## src/rtl/led_pulse_stretcher.sv

```systemverilog
// led_pulse_stretcher: turns single-cycle event strobes into visible LED blinks, queueing events that arrive mid-blink.
module led_pulse_stretcher #(
  parameter int on_final_value  = 99,
  parameter int off_final_value = 99,
  parameter int pending_width   = 3
) (
  input  logic i_clk,
  input  logic i_rst,
  input  logic i_pulse,
  input  logic i_clear,
  output logic o_led,
  output logic o_busy,
  output logic o_drop
);
  localparam int max_final = on_final_value > off_final_value ? on_final_value : off_final_value;
  localparam int cnt_width = max_final > 0 ? $clog2(max_final + 1) : 1;
  typedef enum logic [1:0] {IDLE, ON, GAP} state_t;
  state_t r_state, w_state;
  logic [cnt_width-1:0] r_cnt, w_cnt;
  logic [pending_width-1:0] r_pending, w_pending;
  logic w_on_done, w_gap_done, w_launch, w_sat, w_drop;
  always_comb begin
    w_on_done  = r_state == ON && r_cnt == cnt_width'(on_final_value);
    w_gap_done = r_state == GAP && r_cnt == cnt_width'(off_final_value);
    w_launch   = w_gap_done && (r_pending != '0 || i_pulse);
    w_sat      = &r_pending;
    w_state    = i_clear ? IDLE :
                 r_state == IDLE ? (i_pulse ? ON : IDLE) :
                 r_state == ON ? (w_on_done ? GAP : ON) :
                 w_gap_done ? (w_launch ? ON : IDLE) : GAP;
    w_cnt      = (i_clear || r_state == IDLE || w_on_done || w_gap_done) ? '0 : r_cnt + 1'b1;
    w_drop     = !i_clear && r_state != IDLE && i_pulse && !w_launch && w_sat;
    // a pulse coinciding with a replay launch cancels that launch's decrement
    w_pending  = i_clear ? '0 :
                 r_state == IDLE ? r_pending :
                 w_launch ? ((r_pending != '0 && !i_pulse) ? r_pending - 1'b1 : r_pending) :
                 (i_pulse && !w_sat) ? r_pending + 1'b1 : r_pending;
  end
  always_ff @(posedge i_clk or posedge i_rst) begin
    if (i_rst) begin
      r_state   <= IDLE;
      r_cnt     <= '0;
      r_pending <= '0;
      o_led     <= 1'b0;
      o_busy    <= 1'b0;
      o_drop    <= 1'b0;
    end else begin
      r_state   <= w_state;
      r_cnt     <= w_cnt;
      r_pending <= w_pending;
      o_led     <= w_state == ON;
      o_busy    <= w_state != IDLE;
      o_drop    <= w_drop;
    end
  end
endmodule

```

## config.mk

```make
export PLATFORM = sky130hd
export DESIGN_NAME = led_pulse_stretcher
export DESIGN_NICKNAME = d
export VERILOG_FILES = /design/src/rtl/led_pulse_stretcher.sv
export SDC_FILE = /design/constraint.sdc
export NUM_CORES = 1
export LEC_CHECK = 0
export CORE_MARGIN = 2
export CORE_UTILIZATION = 35
export CTS_CLUSTER_DIAMETER = 40
export DETAILED_ROUTE_END_ITERATION = 8
export SLEW_MARGIN = 40
export SYNTH_ARGS = -nofsm -noshare
export SYNTH_HDL_FRONTEND = slang
export SYNTH_SLANG_ARGS = --single-unit
```

## constraint.sdc

```tcl
create_clock -name i_clk -period 2.4 [get_ports i_clk]
set_input_delay 0.36 -clock i_clk [delete_from_list [all_inputs] [get_ports i_clk]]
set_output_delay 0.36 -clock i_clk [all_outputs]
set_load 0.02 [all_outputs]
```

==> metrics.md <==
| Metric | Value |
|---|---|
| Status | `finished, final reports clean` |
| Post-synth net total | `91` |
| CTS Root Cell | `clkbuf_4` |
| Max Transition Viols Final | `0` |
| Max incr delay on CP | `roughly 0.57 ns` |
| Synthesized flop and latch total | `15` |
| Number of global-route vias before repair | `approximately 570` |
| Total I/O pin count | `7` |
| Clock edge transition at the registers on the reported setup and hold paths | `around 0.1 ns` |
| CP arrival | `2.50 ns` |
| Vias | `593` |
| Vias per inst | `4.78` |
| Vert. Die Dim | `52.6 um` |
| Worst-path fanout max | `4` |
| CP Launch Type | `flip-flop` |
| Drt wl/cell | `roughly 12 um` |
| PD cells | `between 400 and 500 nW/um^2` |
| Maximum level of the CTS H-tree | `1` |
| # DRC | `0` |
| Final Hold Fails | `0` |
| Final period util | `0.951` |
| I/O Buffers | `6` |
| Seq/Total Area, Yosys | `0.455` |
| Diode count | `0` |
| WP data required | `2.62 ns` |
| RSZ-0062 raised after global routing | `no` |
| # clock sinks | `15` |
| Num rows | `17` |
| Starting DRT DRC Count | `12` |
| Largest net degree at the start of global routing | `16` |
| RePlAce Congestion | `between 0.7 and 0.8` |
| ANT nets after route | `0` |
| Initial antenna violation count | `0` |
| # nets final | `103` |
| Largest delay contributor family on the critical path | `simple AND/OR/NAND/NOR gates` |
| P&R area growth vs syn | `17.7%` |
| Slew @ Worst Pin | `0.577 ns` |
| Setup violators final | `0` |
| WL final | `around 1.5 mm` |
| CP max-delay cell | `or4b_4` |
| Final Util | `0.439` |
| Maxcap violations | `0` |
| Mapped cell area | `826 um^2` |
| Synth Area per Inst | `around 9.7 um^2` |
| Placeable core area | `2210 um^2` |
| First-pass GRT wire length | `2.57 mm` |
| Slew margin rel. | `0.615` |
| Worst-Skew Late Latency | `0.29 ns` |
| GRT Residual Overflow | `0` |
| Final clock skew | `0.00194 ns` |
| Initial Util | `0.373` |
| Cells along the critical path | `or4b_4 -> nor2_2 -> mux2_2 -> ha_1 -> inv_1 -> mux2i_1 -> a211o_2 -> o21ai_1` |
| Yosys cell types | `28` |
| Dpl hpwl | `between 1 and 1.5 mm` |
| Synthesis Warnings | `0` |
| TritonCTS buffer count | `3` |
| Die area | `2760 um^2` |
| Post-Synthesis Cells | `85` |
| Leakage | `0.427 nW` |
| Hold buffers post-CTS | `0` |
| Final setup TNS | `0 ns` |
| CP Class | `reg -> reg` |
| Worst vdd ir | `0.331 mV` |
| Clock Tree Buf Depth | `2` |
| Die X | `roughly 53 um` |
| Reg2Reg Setup Slack | `0.12 ns` |
| Max Clk Rate | `0.438 GHz` |
| Kind of end point of the critical path | `flip-flop` |
| Share of cells above drive strength 1 | `0.156` |
| CTS tree | `yes` |
| Final min period | `2.28 ns` |
| Drt first pass iters | `4` |
| Total GRT Usage | `0.127` |
| HP Class | `in -> async` |
| Worst path bufs/invs | `1` |
[power by group]
part	internal, mW	leakage (nW)	switching, mW
clock	0.0634	0.0139	0.0899
sequential	0.259	0.204	0.00667
combinational	0.0235	0.209	0.0269
[path summary, 6_finish.rpt]
kind,startpoint,cells past startpoint,end
setup / recovery,r_cnt[4],8,r_pending[2]
max in group asynchronous,i_rst,2,r_pending[2]
hold reg to reg,r_cnt[0],1,r_cnt[0]
min in group i_clk,r_cnt[0],1,r_cnt[0]
hold / removal,i_rst,2,r_state[1]
setup reg to reg,r_cnt[4],8,r_pending[2]
[area by class of cell]
type | count | area, um^2
well taps | 28 | 35.0
flip-flops and latches | 15 | 375
multi-input cells | 62 | 423
clock inverters | 1 | 7.51
inverters | 5 | 18.8
clock buffers | 3 | 22.5
fillers | 214 | 1240
repair buffers | 10 | 90.1
[cell families (layout without fill, tap and decap cells)]
logic type | Yosys count | count (layout) | share of synthesized area
and+or+nand+nor | 39 | 39 | 0.233
buffers and inverters | 8 | 19 | 0.0364
xor gates and xnor gates | 6 | 6 | 0.0636
adders and majority gates | 3 | 3 | 0.0424
DFF | 15 | 15 | 0.455
AOI/OAI and AO/OA | 7 | 7 | 0.0833
muxes | 7 | 7 | 0.0864
[layout by cell type (no fill, tap or decap), drive strengths merged]
master / synthesis / final
a21oi: 1 / 1
or3: 1 / 1
or4b: 1 / 1
nand2b: 2 / 2
a21o: 1 / 1
o311ai: 1 / 1
dfrtp: 15 / 15
nand4b: 1 / 1
a211o: 1 / 1
or2: 1 / 1
a31oi: 1 / 1
ha: 2 / 2
nand3: 5 / 5
maj3: 1 / 1
and3: 1 / 1
nand2: 2 / 2
o2111ai: 1 / 1
clkbuf: 2 / 3
mux2i: 6 / 6
buf: 1 / 4
nor2: 21 / 21
nor4: 2 / 2
inv: 5 / 5
xor2: 2 / 2
nor3: 2 / 2
clkdlybuf4s50: 0 / 6
xnor2: 4 / 4
o21ai: 1 / 1
clkinvlp: 0 / 1
mux2: 1 / 1
[cells in the mapped netlist, drive strengths merged]
cell type | n | area (um^2)
a211o | 1 | 10.0
a21o | 1 | 7.51
a21oi | 1 | 5.00
a31oi | 1 | 6.26
and3 | 1 | 6.26
buf | 1 | 3.75
clkbuf | 2 | 7.51
dfrtp | 15 | 375
ha | 2 | 25.0
inv | 5 | 18.8
maj3 | 1 | 10.0
mux2 | 1 | 11.3
mux2i | 6 | 60.1
nand2 | 2 | 7.51
nand2b | 2 | 12.5
nand3 | 5 | 25.0
nand4b | 1 | 8.76
nor2 | 21 | 78.8
nor3 | 2 | 10.0
nor4 | 2 | 12.5
o2111ai | 1 | 8.76
o21ai | 1 | 5.00
o311ai | 1 | 26.3
or2 | 1 | 6.26
or3 | 1 | 11.3
or4b | 1 | 13.8
xnor2 | 4 | 35.0
xor2 | 2 | 17.5
[sequential cells by signal, summed over array words and instances (netlist names)]
signal / cells
o_busy: 1
o_drop: 1
r_cnt: 7
o_led: 1
r_pending: 3
r_state: 2
[metrics by stage]
step | std cells | hold WS (ns) | setup slack (ns) | power (mW) | area, um^2
final | 124 | 0.414 | 0.117 | 0.469 | 972
after global routing | 124 | 0.471 | 0.0142 | 0.496 | 972
after CTS | 123 | 0.435 | 0.0498 | 0.477 | 962
after detailed placement | 119 | 0.444 | 0.0896 | 0.322 | 932
after global placement | 119 | 0.440 | 0.141 | 0.321 | 932
after floorplan | 85 | 0.261 | 0.0515 | 0.301 | 826
[what timing repair did]
action | 4_1_cts | 5_1_grt
resized for setup | 0 | 2
endpoints found under the setup margin | 0 | 1
setup buffers | 0 | 1
[layer usage]
layer	part of all wire	wire length, um	global-route usage	vias to the layer above
met2	0.47	700	0.210	9
met1	0.49	735	0.160	273
met3	0.045	68	0.0514	0
met5	0	0	0	-
met4	0	0	0.0128	0
li1	-	-	-	311
(Power assumes the default switching activity.)
